--- src/rtl/ballot_input_ctrl.sv ---
`timescale 1ns/1ps
`default_nettype none
// ============================================================================
// Module   : ballot_input_ctrl
// Purpose  : Debounces candidate buttons and enforces one vote per armed ballot.
// Revision : 1.0
// ============================================================================
module ballot_input_ctrl #(
  parameter int NUM_CAND        = 4,
  parameter int DEBOUNCE_CYCLES = 16,
  parameter int TIMEOUT_CYCLES  = 1000
) (
  input  logic                clk,
  input  logic                reset,
  input  logic                voter_en,
  input  logic [NUM_CAND-1:0] btn,
  output logic [NUM_CAND-1:0] vote_inc,
  output logic                ready,
  output logic                voted,
  output logic                timeout,
  output logic [9:0]          ballots_cast
);

  localparam int c_DB_W = (DEBOUNCE_CYCLES > 2) ? $clog2(DEBOUNCE_CYCLES) : 1;
  localparam int c_TO_W = (TIMEOUT_CYCLES > 2) ? $clog2(TIMEOUT_CYCLES) : 1;
  localparam logic [c_DB_W-1:0] c_DB_LAST = c_DB_W'(DEBOUNCE_CYCLES - 1);
  localparam logic [c_TO_W-1:0] c_TO_LAST = c_TO_W'(TIMEOUT_CYCLES - 1);
  localparam logic [9:0]        c_BC_MAX  = 10'd999;

  typedef enum logic [1:0] {
    S_IDLE     = 2'd0,
    S_ARMED    = 2'd1,
    S_CAST     = 2'd2,
    S_WAIT_REL = 2'd3
  } state_t;

  state_t              r_state;
  state_t              w_state_nxt;
  logic [NUM_CAND-1:0] r_sync1;
  logic [NUM_CAND-1:0] r_sync2;
  logic [NUM_CAND-1:0] w_deb;
  logic [NUM_CAND-1:0] w_press;
  logic                r_ven_q;
  logic [c_TO_W-1:0]   r_tcnt;
  logic [NUM_CAND-1:0] r_sel;
  logic [9:0]          r_bc;
  logic                r_timeout;
  logic                w_arm;
  logic                w_onehot;
  logic                w_valid;
  logic                w_cast;
  logic                w_expire;

  always_ff @(posedge clk) begin
    if (!reset) begin
      r_sync1 <= '0;
      r_sync2 <= '0;
    end else begin
      r_sync1 <= btn;
      r_sync2 <= r_sync1;
    end
  end

  // The counter only runs while the synced level disagrees with the accepted
  // level, so any glitch back to the accepted level restarts the qualification.
  generate
    for (genvar i = 0; i < NUM_CAND; i++) begin : g_btn
      logic [c_DB_W-1:0] r_cnt;
      logic              r_lvl;
      logic              r_evt;

      always_ff @(posedge clk) begin
        if (!reset) begin
          r_cnt <= '0;
          r_lvl <= 1'b0;
          r_evt <= 1'b0;
        end else begin
          r_evt <= 1'b0;
          if (r_sync2[i] == r_lvl) begin
            r_cnt <= '0;
          end else if (r_cnt == c_DB_LAST) begin
            r_cnt <= '0;
            r_lvl <= r_sync2[i];
            r_evt <= r_sync2[i];
          end else begin
            r_cnt <= r_cnt + 1'b1;
          end
        end
      end

      assign w_deb[i]   = r_lvl;
      assign w_press[i] = r_evt;
    end
  endgenerate

  assign w_arm    = voter_en & ~r_ven_q;
  assign w_onehot = (w_press != '0) && ((w_press & (w_press - 1'b1)) == '0);
  // A second button already held down invalidates an otherwise clean press.
  assign w_valid  = w_onehot && ((w_deb & ~w_press) == '0);

  always_comb begin
    w_state_nxt = r_state;
    w_cast      = 1'b0;
    w_expire    = 1'b0;
    case (r_state)
      S_IDLE: begin
        if (w_arm) begin
          w_state_nxt = S_ARMED;
        end
      end
      S_ARMED: begin
        if (w_valid) begin
          w_state_nxt = S_CAST;
          w_cast      = 1'b1;
        end else if (r_tcnt == c_TO_LAST) begin
          w_state_nxt = S_IDLE;
          w_expire    = 1'b1;
        end
      end
      S_CAST: begin
        w_state_nxt = S_WAIT_REL;
      end
      S_WAIT_REL: begin
        if (w_deb == '0) begin
          w_state_nxt = S_IDLE;
        end
      end
      default: begin
        w_state_nxt = S_IDLE;
      end
    endcase
  end

  always_ff @(posedge clk) begin
    if (!reset) begin
      r_state   <= S_IDLE;
      r_ven_q   <= 1'b0;
      r_tcnt    <= '0;
      r_sel     <= '0;
      r_bc      <= '0;
      r_timeout <= 1'b0;
    end else begin
      r_state   <= w_state_nxt;
      r_ven_q   <= voter_en;
      r_timeout <= w_expire;
      if (r_state != S_ARMED) begin
        r_tcnt <= '0;
      end else begin
        r_tcnt <= r_tcnt + 1'b1;
      end
      if (w_cast) begin
        r_sel <= w_press;
        r_bc  <= (r_bc == c_BC_MAX) ? 10'd0 : r_bc + 10'd1;
      end
    end
  end

  assign ready        = (r_state == S_ARMED);
  assign voted        = (r_state == S_CAST);
  assign vote_inc     = (r_state == S_CAST) ? r_sel : '0;
  assign timeout      = r_timeout;
  assign ballots_cast = r_bc;

endmodule
`default_nettype wire

--- config.mk ---
export PLATFORM = sky130hd
export DESIGN_NAME = ballot_input_ctrl
export DESIGN_NICKNAME = d
export VERILOG_FILES = /design/src/rtl/ballot_input_ctrl.sv
export SDC_FILE = /design/constraint.sdc
export NUM_CORES = 1
export LEC_CHECK = 0
export CORE_ASPECT_RATIO = 1.75
export CORE_MARGIN = 4
export CORE_UTILIZATION = 57
export DETAILED_ROUTE_END_ITERATION = 8
export PLACE_DENSITY = 0.88
export SLEW_MARGIN = 5
export SYNTH_ARGS = -nofsm -noshare
export SYNTH_HDL_FRONTEND = slang
export SYNTH_SLANG_ARGS = --single-unit
--- constraint.sdc ---
create_clock -name clk -period 3.4 [get_ports clk]
set_input_delay 0.68 -clock clk [delete_from_list [all_inputs] [get_ports clk]]
set_output_delay 0.68 -clock clk [all_outputs]
set_load 0.02 [all_outputs]
==> implementation parameters, run 1 <==
Parameter                              Value

Yosys
  Avg Inst Size Synth    9.53 µm²
  Number of enable-type register cells in the synthesized netlist    0
  Total nets after synthesis    268
  Cell count after synthesis    255
  Post-Syn Area    2430 µm²
  Synthesized flop and latch total    60
  Most instantiated library cell after synthesis    sky130_fd_sc_hd__dfxtp_1
  Most frequent cells after synthesis    sky130_fd_sc_hd__dfxtp_1 (60), sky130_fd_sc_hd__nor2_1 (22), sky130_fd_sc_hd__nand3_1 (18)
  Largest cells by area after synthesis    sky130_fd_sc_hd__dfxtp_1 (49%), sky130_fd_sc_hd__xor2_1 (5.8%), sky130_fd_sc_hd__nand3_1 (3.7%)
  Library cell occupying the most area in the post-synthesis netlist    sky130_fd_sc_hd__dfxtp_1
  Post-synth top area share    49.4%
  Sequential element share of the synthesized area    49.4%
  Async set-reset flop share out of synthesis    0%
  Number of different library cells in the post-synthesis netlist    32
  Flip-flop cell with the highest count after synthesis    sky130_fd_sc_hd__dfxtp_1
  Total number of yosys warnings    0

Clock network
  Number of buffers created by CTS    9
  Total of hold buffers inserted after clock tree synthesis    0
  Clock transition time at the flip-flop clock pins of the worst setup and hold paths    0.07 ns
  Htree depth    3
  Clock Sinks    60
  Number of buffers inserted by post-CTS setup repair    0
  Clock latency reported for the late side of the worst-skew pair    0.33 ns
  Clock buffer depth    2
  Total of cells resized after clock tree synthesis    0
  Clock tree from TritonCTS    built
  Root buffer cell    sky130_fd_sc_hd__clkbuf_8

Timing
  Period Utilization, post-route    76.8%
  FMAX    0.383 GHz
  Tightest Pin Transition    0.648 ns
  Max-slew headroom at the worst pin    56.7%
  Number of slew-limit violations in the final report    0
  Final Critical Period    2.61 ns
  Total negative slack for setup checks    0 ns
  Unrepaired setup endpoints after global routing    false
  Setup Viol. Count Final    0
  Final Hold Fails    0
  Layout Skew    0.00876 ns

Global routing
  Number of global-route vias before repair    1845
  Overflow after GRT    0
  GR Util All Layers    18.1%
  First-pass GRT wire length    7590 µm
  Number of antenna violations at the first check in global routing    0
  Pin count of the biggest net entering global routing    21

Layout
  Number of antenna cells inserted    0
  Nets    297
  P&R area growth vs syn    21.6%
  Non-Filler Cell Area, Final    2960 µm²
  Filler Cell Count    320
  Fraction of final layout cells sized beyond drive strength 1    7.27%
  Core utilization of the finished layout    71.9%

Route
  Number of antenna-violating nets in the routed design    0
  Wire length per cell after detailed routing    13.1 µm
  Routed wire length    4430 µm
  Total via count after detailed routing    1917
  Detailed-router iteration count before antenna repair    4
  Residual DRC    0
  Routed vias/inst    5.67
  Number of violations reported at the end of detailed-routing iteration 0    63

Floorplanning
  Initial core utilization    59.1%
  Number of placement rows    31
  Total Die Area    5410 µm²
  CORE AREA    4110 µm²
  Die span in x    57.4 µm
  I/O pin count    24
  Height of the chip    94.4 µm

Placement
  Cell area after placement    2710 µm²
  Number of input and output port buffers inserted    23
  Detailed Place HPWL    3120 µm
  Placer's final routability congestion estimate    0.805

Worst setup path
  Arrival time worst endpoint    1.93 ns
  Crit. End Element    primary output
  Data required, critical path    2.72 ns
  Maximum fanout along the worst path    6
  Critical path start-end classification    register to primary output
  Critical Path Source Type    register

Power and ir drop
  Leak Pwr    1.19 nW
  Largest vdd supply drop    0.701 mV
  Power Dens Cells    519 nW/µm²

Job
  Number of violations of the max-capacitance limit    0

Worst hold path
  Tightest Hold Check Type    register to register

Run status
  Result of the run    finished clean
-- path summary, 6_finish.rpt --
path	slack (ns)	start	endpoint	cells after the start
setup / recovery	0.79	r_state[0]$_SDFFE_PN0P_	ready	2
hold / removal	0.44	r_sync1[0]$_SDFF_PN0_	r_sync2[0]$_SDFF_PN0_	1
setup reg to reg	0.96	g_btn[1].r_evt$_SDFF_PP0_	ballots_cast[3]$_SDFFE_PN0P_	5
hold reg to reg	0.44	r_sync1[0]$_SDFF_PN0_	r_sync2[0]$_SDFF_PN0_	1
-- kinds of logic after synthesis --
| family | count (synthesis) | synth area share, % |
|---|---|---|
| XOR/XNOR | 20 | 7.21 |
| AO/OA/AOI/OAI | 29 | 8.60 |
| flip-flops | 60 | 49.4 |
| adder cells (fa/ha/maj) | 6 | 3.09 |
| multiplexers | 8 | 3.30 |
| buffers and inverters | 11 | 1.70 |
| AND/OR/NAND/NOR | 121 | 26.7 |
-- final cells by class --
type / count / area [µm²] / area share [%]
well taps: 49 / 61.3 / 2.07
flip-flops and latches: 60 / 1200 / 40.6
repair buffers: 24 / 238 / 8.04
clock buffers: 10 / 138 / 4.66
clock inverters: 6 / 111 / 3.77
multi-input cells: 184 / 1190 / 40.2
inverters: 5 / 18.8 / 0.635
-- metal layers --
metal	vias up	wire length (µm)	global-route usage, %
met3	8	163	4.79
li1	942	-	-
met2	36	2410	32.6
met4	0	78	11.2
met5	-	0	0
met1	931	1790	17.9
-- sequential cells by signal, summed over array words and instances, names as in the netlist, named ones only --
register	cells
g_btn.r_cnt	16
ballots_cast	10
r_tcnt	10
g_btn.r_evt	4
g_btn.r_lvl	4
r_sel	4
r_sync1	4
r_sync2	4
r_state	1
r_ven_q	1
timeout	1
-- cell usage in the layout, fill, tap and decap left out, types with 3 or more instances in the layout --
cell type                         netlist  routed
sky130_fd_sc_hd__xor2_1                16      16
sky130_fd_sc_hd__inv_1                  5       5
sky130_fd_sc_hd__nand4_1                4       4
sky130_fd_sc_hd__o21ai_1                6       6
sky130_fd_sc_hd__nor2_1                22      22
sky130_fd_sc_hd__clkdlybuf4s50_1        0      23
sky130_fd_sc_hd__o21ai_0                5       5
sky130_fd_sc_hd__and2_1                14      14
sky130_fd_sc_hd__clkbuf_8               0      10
sky130_fd_sc_hd__ha_1                   6       6
sky130_fd_sc_hd__bufinv_16              0       3
sky130_fd_sc_hd__nand3_1               18      18
sky130_fd_sc_hd__xnor2_1                4       4
sky130_fd_sc_hd__a21oi_1                7       7
sky130_fd_sc_hd__nand2_1               16      16
sky130_fd_sc_hd__nor3_1                 6       6
sky130_fd_sc_hd__dfxtp_1               60      60
sky130_fd_sc_hd__nor2b_1               14      14
sky130_fd_sc_hd__mux2i_1                8       8
sky130_fd_sc_hd__a21boi_1               5       5
sky130_fd_sc_hd__and3_1                11      11
sky130_fd_sc_hd__or3_1                  8       8
-- where the power goes --
| part | total (mW) | switching [mW] | internal (mW) |
|---|---|---|---|
| Combinational | 0.0349 | 0.0177 | 0.0172 |
| Sequential | 0.716 | 0.00513 | 0.711 |
| Clock | 0.782 | 0.275 | 0.506 |
-- critical path: stages (launching register included) --
cell and delay, ns:
sky130_fd_sc_hd__dfxtp_1 0.40, sky130_fd_sc_hd__nor2b_1 0.49, sky130_fd_sc_hd__clkdlybuf4s50_1 0.71
-- metrics by stage --
step	worst slack [ns]	std cells	hold slack (ns)	total power, mW
2_1_floorplan	1.38	255	0.412	0.753
3_3_place_gp	1.08	322	0.414	0.765
3_5_place_dp	1.01	322	0.426	0.767
4_1_cts	0.821	338	0.445	1.55
5_1_grt	0.740	338	0.452	1.58
6_report	0.790	338	0.438	1.53
Note: power is estimated with default switching activity, not from simulation.
==> run 2, diff against run 1 <==
- CORE_UTILIZATION: 57 -> 50
- PLACE_DENSITY: 0.88 -> 0.82
- clock period: 3.4 -> 2.3 ns (I/O delays scaled with it)
==> run 2 against run 1 <==
  * Setup slack got worse by 0.69 ns
  * Global-route usage decreased by 1.8 points
  * Clock skew decreased by 0.0023 ns
  * Highest routed layer unchanged
==> implementation parameters, run 2 (same netlist as run 1, synthesis figures left out) <==
Parameter                              Value

Timing
  Final Hold Fails    0 (unchanged)
  Total negative slack for setup checks    0 ns (unchanged)
  Period Utilization, post-route    95.5%
  Unrepaired setup endpoints after global routing    false (unchanged)
  FMAX    0.455 GHz
  Final Critical Period    2.20 ns
  Tightest Pin Transition    0.429 ns (was 0.648 ns)
  Number of slew-limit violations in the final report    0 (unchanged)
  Setup Viol. Count Final    0 (unchanged)
  Max-slew headroom at the worst pin    71.2% (was 56.7%)
  Layout Skew    0.00643 ns (was 0.00876 ns)

Route
  Wire length per cell after detailed routing    12.7 µm (was 13.1 µm)
  Detailed-router iteration count before antenna repair    4 (unchanged)
  Routed wire length    4400 µm (was 4430 µm)
  Number of violations reported at the end of detailed-routing iteration 0    53 (was 63)
  Routed vias/inst    5.43 (was 5.67)
  Residual DRC    0 (unchanged)
  Number of antenna-violating nets in the routed design    0 (unchanged)
  Total via count after detailed routing    1884 (was 1917)

Floorplanning
  I/O pin count    24 (unchanged)
  Height of the chip    100 µm (was 94.4 µm)
  Number of placement rows    33 (was 31)
  Die span in x    60.7 µm (was 57.4 µm)
  Initial core utilization    51.6% (was 59.1%)
  CORE AREA    4710 µm² (was 4110 µm²)
  Total Die Area    6080 µm² (was 5410 µm²)

Layout
  Fraction of final layout cells sized beyond drive strength 1    9.49% (was 7.27%)
  P&R area growth vs syn    22.0% (was 21.6%)
  Max FFs per register    16 (unchanged)
  Most frequent standard cell in the layout excluding fill and tap cells    sky130_fd_sc_hd__dfxtp_1 (unchanged)
  Register bank with the most flops    g_btn.r_cnt (unchanged)
  Non-Filler Cell Area, Final    2970 µm² (was 2960 µm²)
  Nets    303 (was 297)
  Number of antenna cells inserted    0 (unchanged)
  Commonest cells after routing, fill and taps aside    sky130_fd_sc_hd__dfxtp_1 (60), sky130_fd_sc_hd__nor2_1 (22), sky130_fd_sc_hd__clkdlybuf4s50_1 (22), sky130_fd_sc_hd__nand3_1 (18) (was sky130_fd_sc_hd__dfxtp_1 (60), sky130_fd_sc_hd__clkdlybuf4s50_1 (23), sky130_fd_sc_hd__nor2_1 (22), sky130_fd_sc_hd__nand3_1 (18))

Clock network
  Clock latency reported for the late side of the worst-skew pair    0.34 ns (was 0.33 ns)
  Number of buffers inserted by post-CTS setup repair    0 (unchanged)
  Root buffer cell    sky130_fd_sc_hd__clkbuf_8 (unchanged)
  Clock transition time at the flip-flop clock pins of the worst setup and hold paths    0.07 ns (about the same)
  Number of buffers created by CTS    9 (unchanged)
  Htree depth    3 (unchanged)
  Clock Sinks    60 (unchanged)
  Clock buffer depth    2 (unchanged)
  Clock tree from TritonCTS    built (unchanged)

Worst setup path
  Data required, critical path    1.84 ns (was 2.72 ns)
  Crit. End Element    primary output (unchanged)
  Critical Path Source Type    register (unchanged)
  WP buf/inv    1 (unchanged)
  Cell depth of the worst flop-to-flop path    6 (was 5)
  Worst-path cell chain    nor2b_4 > and2_1 > clkdlybuf4s50_1 (was nor2b_1 > clkdlybuf4s50_1)
  Worst reg2reg startpoint    g_btn[2].r_evt$_SDFF_PP0_ (was g_btn[1].r_evt$_SDFF_PP0_)
  Critical path start-end classification    register to primary output (unchanged)
  Delay of the slowest cell on the worst path    0.61 ns (was 0.71 ns)
  Arrival time worst endpoint    1.74 ns (was 1.93 ns)
  Top Family by Delay on Critical Path    buffers and inverters (unchanged)
  Worst flop-to-flop path endpoint    ballots_cast[5]$_SDFFE_PN0P_ (was ballots_cast[3]$_SDFFE_PN0P_)
  Cell type of the slowest stage on the worst timing path    sky130_fd_sc_hd__clkdlybuf4s50_1 (unchanged)
  Minimum setup slack among reg-to-reg paths    0.15 ns (was 0.96 ns)
  Maximum fanout along the worst path    6 (unchanged)

Power and ir drop
  Sum of internal, switching and leakage power    2.04 mW (was 1.53 mW)
  Leak Pwr    1.21 nW (was 1.19 nW)
  Largest vdd supply drop    0.570 mV (was 0.701 mV)
  Power Dens Cells    688 nW/µm² (was 519 nW/µm²)

Global routing
  Number of antenna violations at the first check in global routing    0 (unchanged)
  Pin count of the biggest net entering global routing    25 (was 21)
  GR Util All Layers    16.4% (was 18.1%)
  Number of global-route vias before repair    1824 (was 1845)
  Overflow after GRT    0 (unchanged)
  First-pass GRT wire length    7510 µm (was 7590 µm)

Placement
  Number of input and output port buffers inserted    23 (unchanged)
  Cell area after placement    2760 µm² (was 2710 µm²)
  Placer's final routability congestion estimate    0.781 (was 0.805)
  Detailed Place HPWL    3230 µm (was 3120 µm)

Job
  Number of violations of the max-capacitance limit    0 (unchanged)

Worst hold path
  End of the worst hold path    r_sync2[0]$_SDFF_PN0_ (unchanged)
  Tightest Hold Check Type    register to register (unchanged)
  Worst hold path cell count    1 (unchanged)
  Startpoint of the most critical hold path    r_sync1[0]$_SDFF_PN0_ (unchanged)

Run status
  Result of the run    finished clean (unchanged)
[run 2: changes by cell type in the layout (fill, tap and decap cells not counted)]
cell and change:
sky130_fd_sc_hd__dlymetal6s2s_1 +1, sky130_fd_sc_hd__nor2b_4 +1, sky130_fd_sc_hd__clkinvlp_4 +1, sky130_fd_sc_hd__clkbuf_8 -1, sky130_fd_sc_hd__clkinv_4 +1, sky130_fd_sc_hd__clkdlybuf4s50_1 -1, sky130_fd_sc_hd__nor2b_1 -1, sky130_fd_sc_hd__buf_4 +6
sky130_fd_sc_hd__bufinv_16 -2, sky130_fd_sc_hd__inv_6 +1
[run 2: metrics by stage]
stage | util [%] | instances | hold WS, ns | setup WS, ns
floorplan | - | 255 | 0.412 | 0.280
global placement | 58.5 | 331 | 0.413 | 0.246
detailed placement | 58.5 | 331 | 0.419 | 0.178
CTS | 62.8 | 347 | 0.435 | 0.0195
global route | 63.0 | 347 | 0.452 | 0.0160
finish | 63.0 | 347 | 0.433 | 0.104
[run 2: timing repair]
action                     CTS  global route
cloned                       0             0
resized for setup            1             2
hold buffers                 0             0
setup endpoints to repair    4             4
[run 2: worst reg2reg max path, cell delays in order, from the launching register on]
cell,delay [ns]
sky130_fd_sc_hd__dfxtp_1,0.35
sky130_fd_sc_hd__or3_4,0.42
sky130_fd_sc_hd__a2111oi_4,0.45
sky130_fd_sc_hd__o211ai_2,0.18
sky130_fd_sc_hd__buf_4,0.19
sky130_fd_sc_hd__o21ai_1,0.36
sky130_fd_sc_hd__nor2_1,0.09
[run 2: worst max path at each step]
| stage | startpoint | cells after the start | slack, ns | endpoint |
|---|---|---|---|---|
| finish | register | 3 | 0.10 | vote_inc[3] |
| CTS | register | 3 | 0.02 | vote_inc[2] |
| detailed placement | g_btn[2].r_evt$_SDFF_PP0_ | 6 | 0.18 | ballots_cast[5]$_SDFFE_PN0P_ |
| floorplan | g_btn[2].r_evt$_SDFF_PP0_ | 5 | 0.28 | ballots_cast[3]$_SDFFE_PN0P_ |
| global placement | g_btn[2].r_evt$_SDFF_PP0_ | 6 | 0.25 | ballots_cast[1]$_SDFFE_PN0P_ |
| global route | register | 3 | 0.02 | vote_inc[3] |
[run 2: power by group]
group	internal, mW	switching [mW]	total, mW	leakage, nW
Clock	0.504	0.421	0.925	0.0958
Sequential	1.05	0.00855	1.06	0.486
Combinational	0.0280	0.0268	0.0548	0.633
[run 2: per-layer routing]
layer / vias to the layer above / GRT usage (%) / share of wire (%)
met1: 877 / 16.0 / 40
met5: - / 0 / 0
met4: 0 / 7.01 / 1.6
met2: 39 / 29.2 / 54
li1: 959 / - / -
met3: 9 / 6.31 / 4.5
[run 2: area by class of cell]
| type | count | area (µm²) |
|---|---|---|
| Clock buffer | 9 | 124 |
| Sequential cell | 60 | 1200 |
| Multi-Input combinational cell | 184 | 1190 |
| Tap cell | 52 | 65.1 |
| Timing Repair Buffer | 30 | 285 |
| Inverter | 5 | 18.8 |
| Clock inverter | 7 | 76.3 |
| Fill cell | 388 | 1740 |
==> run 3, diff against run 2 <==
- PLACE_DENSITY: 0.82 -> 0.86
==> run 3 against run 2 <==
  * Non-clock buffer count unchanged
  * First-iteration DRC count increased by 94%
  * Global-route usage grew 0.081 points
  * Flip-flop and latch count stayed put
  * Combinational power shrank 1%
  * Largest power group unchanged
  * Highest routed layer unchanged
==> implementation parameters, run 3 (same netlist as run 1, synthesis figures left out) <==
Parameter                              Value

Clock network
  Htree depth    3 (unchanged)
  Clock tree from TritonCTS    built (unchanged)
  Clock buffer depth    2 (unchanged)
  Clock transition time at the flip-flop clock pins of the worst setup and hold paths    0.07 ns (about the same)
  Root buffer cell    sky130_fd_sc_hd__clkbuf_8 (unchanged)
  Total of hold buffers inserted after clock tree synthesis    0 (unchanged)
  Clock Sinks    60 (unchanged)
  Clock latency reported for the late side of the worst-skew pair    0.33 ns (was 0.34 ns)
  Number of buffers created by CTS    9 (unchanged)
  Number of buffers inserted by post-CTS setup repair    0 (unchanged)

Global routing
  Number of antenna violations at the first check in global routing    0 (unchanged)
  First-pass GRT wire length    7530 µm (was 7510 µm)
  Pin count of the biggest net entering global routing    26 (was 25)
  GR Util All Layers    16.4% (about the same)
  Number of global-route vias before repair    1840 (was 1824)
  Overflow after GRT    0 (unchanged)

Placement
  Placer's final routability congestion estimate    0.791 (was 0.781)
  Number of input and output port buffers inserted    23 (unchanged)
  Worst slack at placement    0.162 ns (was 0.178 ns)
  Detailed Place HPWL    3250 µm (was 3230 µm)

Run status
  Result of the run    finished clean (unchanged)

Timing
  Total negative slack for setup checks    0 ns (unchanged)
  Setup Viol. Count Final    0 (unchanged)
  Final Critical Period    2.17 ns (was 2.20 ns)
  Unrepaired setup endpoints after global routing    false (unchanged)
  Number of slew-limit violations in the final report    0 (unchanged)
  Worst-case setup margin in the final layout    0.134 ns (was 0.104 ns)
  FMAX    0.462 GHz (was 0.455 GHz)
  Max-slew headroom at the worst pin    69.8% (was 71.2%)
  Final Hold Fails    0 (unchanged)
  Layout Skew    0.00642 ns (was 0.00643 ns)
  Period Utilization, post-route    94.2% (was 95.5%)
  Tightest Pin Transition    0.449 ns (was 0.429 ns)

Layout
  Most frequent standard cell in the layout excluding fill and tap cells    sky130_fd_sc_hd__dfxtp_1 (unchanged)
  Footprint of the multi-input gates    1190 µm² (unchanged)
  Max FFs per register    16 (unchanged)
  Number of antenna cells inserted    0 (unchanged)
  P&R area growth vs syn    21.0% (was 22.0%)
  Commonest cells after routing, fill and taps aside    sky130_fd_sc_hd__dfxtp_1 (60), sky130_fd_sc_hd__clkdlybuf4s50_1 (23), sky130_fd_sc_hd__nor2_1 (22), sky130_fd_sc_hd__nand3_1 (18) (was sky130_fd_sc_hd__dfxtp_1 (60), sky130_fd_sc_hd__nor2_1 (22), sky130_fd_sc_hd__clkdlybuf4s50_1 (22), sky130_fd_sc_hd__nand3_1 (18))
  Footprint of the flip-flops and latches    1200 µm² (unchanged)
  Filler Cell Count    386 (was 388)
  Fraction of final layout cells sized beyond drive strength 1    9.49% (unchanged)
  Nets    303 (unchanged)
  Core utilization of the finished layout    62.5% (was 63.0%)
  Register bank with the most flops    g_btn.r_cnt (unchanged)

Worst setup path
  Critical path start-end classification    register to register (was register to primary output)
  Maximum fanout along the worst path    10 (was 6)
  Crit. End Element    register (was primary output)
  Arrival time worst endpoint    2.43 ns (was 1.74 ns)
  Critical Path Source Type    register (unchanged)
  Data required, critical path    2.56 ns (was 1.84 ns)
  Cell depth of the worst flop-to-flop path    5 (was 6)

Route
  Number of violations reported at the end of detailed-routing iteration 0    103 (was 53)
  Number of antenna-violating nets in the routed design    0 (unchanged)
  Total via count after detailed routing    1873 (was 1884)
  Detailed-router iteration count before antenna repair    4 (unchanged)
  Routed wire length    4370 µm (was 4400 µm)
  Residual DRC    0 (unchanged)
  Routed vias/inst    5.40 (was 5.43)
  Wire length per cell after detailed routing    12.6 µm (was 12.7 µm)

Floorplanning
  I/O pin count    24 (unchanged)
  CORE AREA    4710 µm² (unchanged)
  Number of placement rows    33 (unchanged)
  Initial core utilization    51.6% (unchanged)
  Total Die Area    6080 µm² (unchanged)
  Die span in x    60.7 µm (unchanged)
  Height of the chip    100 µm (unchanged)

Job
  Number of violations of the max-capacitance limit    0 (unchanged)

Worst hold path
  Tightest Hold Check Type    register to register (unchanged)
  Worst hold path cell count    1 (unchanged)

Power and ir drop
  Combinational cell fraction of total power    2.8% (was 2.7%)
  Power Dens Cells    659 nW/µm² (was 688 nW/µm²)
  Largest vdd supply drop    0.657 mV (was 0.570 mV)
  Leak Pwr    1.18 nW (was 1.21 nW)
  Switching power as a share of total power    22.8% (was 22.4%)
  Net switching power of the design    0.442 mW (was 0.456 mW)
  Internal portion of total power    1.49 mW (was 1.58 mW)
  Clock power share    42.5% (was 45.4%)
  Fraction of power consumed by sequential logic    54.7% (was 52.0%)
-- run 3: changes by cell type in the layout (fill, tap and decap cells not counted), sizes merged --
cell	delta
clkinvlp	+2
bufinv	-1
clkbuf	+1
clkdlybuf4s50	+1
clkinv	-1
dlymetal6s2s	-1
inv	-1
-- run 3: worst max-delay path, stage by stage, from the launching register on --
cell and delay (ns):
sky130_fd_sc_hd__dfxtp_1 0.38, sky130_fd_sc_hd__or3_4 0.37, sky130_fd_sc_hd__a2111oi_4 0.39, sky130_fd_sc_hd__o211ai_2 0.25, sky130_fd_sc_hd__or4_1 0.55, sky130_fd_sc_hd__a21boi_1 0.15
-- run 3: path summary, 6_finish.rpt --
| check | to | slack [ns] | from |
|---|---|---|---|
| min | r_sync2[1]$_SDFF_PN0_ | 0.45 | r_sync1[1]$_SDFF_PN0_ |
| max | ballots_cast[3]$_SDFFE_PN0P_ | 0.13 | g_btn[3].r_lvl$_SDFFE_PN0P_ |
| min reg2reg | r_sync2[1]$_SDFF_PN0_ | 0.45 | r_sync1[1]$_SDFF_PN0_ |
| max reg2reg | ballots_cast[3]$_SDFFE_PN0P_ | 0.13 | g_btn[3].r_lvl$_SDFFE_PN0P_ |
-- run 3: layout make-up --
class,count,area share [%]
flip-flops and latches,60,40.9
repair buffers,30,9.62
clock inverters,6,1.36
multi-input cells,184,40.6
well taps,52,2.21
clock buffers,10,4.68
inverters,5,0.638
-- run 3: stage by stage --
stage | hold WS, ns | instances | total power, mW | area, µm²
after floorplan | 0.412 | 255 | 1.11 | 2430
after global placement | 0.416 | 331 | 1.13 | 2760
after detailed placement | 0.421 | 331 | 1.14 | 2760
after CTS | 0.448 | 347 | 1.96 | 2940
after global routing | 0.479 | 347 | 2.01 | 2940
final | 0.446 | 347 | 1.94 | 2940
-- run 3: routing by layer --
| metal | share of wire [%] | track usage (%) |
|---|---|---|
| met1 | 38 | 15.8 |
| met2 | 54 | 27.8 |
| met3 | 4.5 | 6.44 |
| met4 | 3.4 | 10.7 |
| met5 | 0 | 0 |
-- run 3: power groups by stage --
stage	registers (mW)	logic [mW]	clock network (mW)
after detailed placement	1.08	0.0551	0
after global placement	1.08	0.0535	0
final	1.06	0.0542	0.822
after floorplan	1.08	0.0319	0
after CTS	1.06	0.0554	0.844
after global routing	1.06	0.0609	0.887
-- run 3: repair_timing --
| action | 4_1_cts | 5_1_grt |
|---|---|---|
| endpoints found under the setup margin | 4 | 2 |
| pin swaps | 0 | 0 |
| gates resized for setup | 1 | 1 |
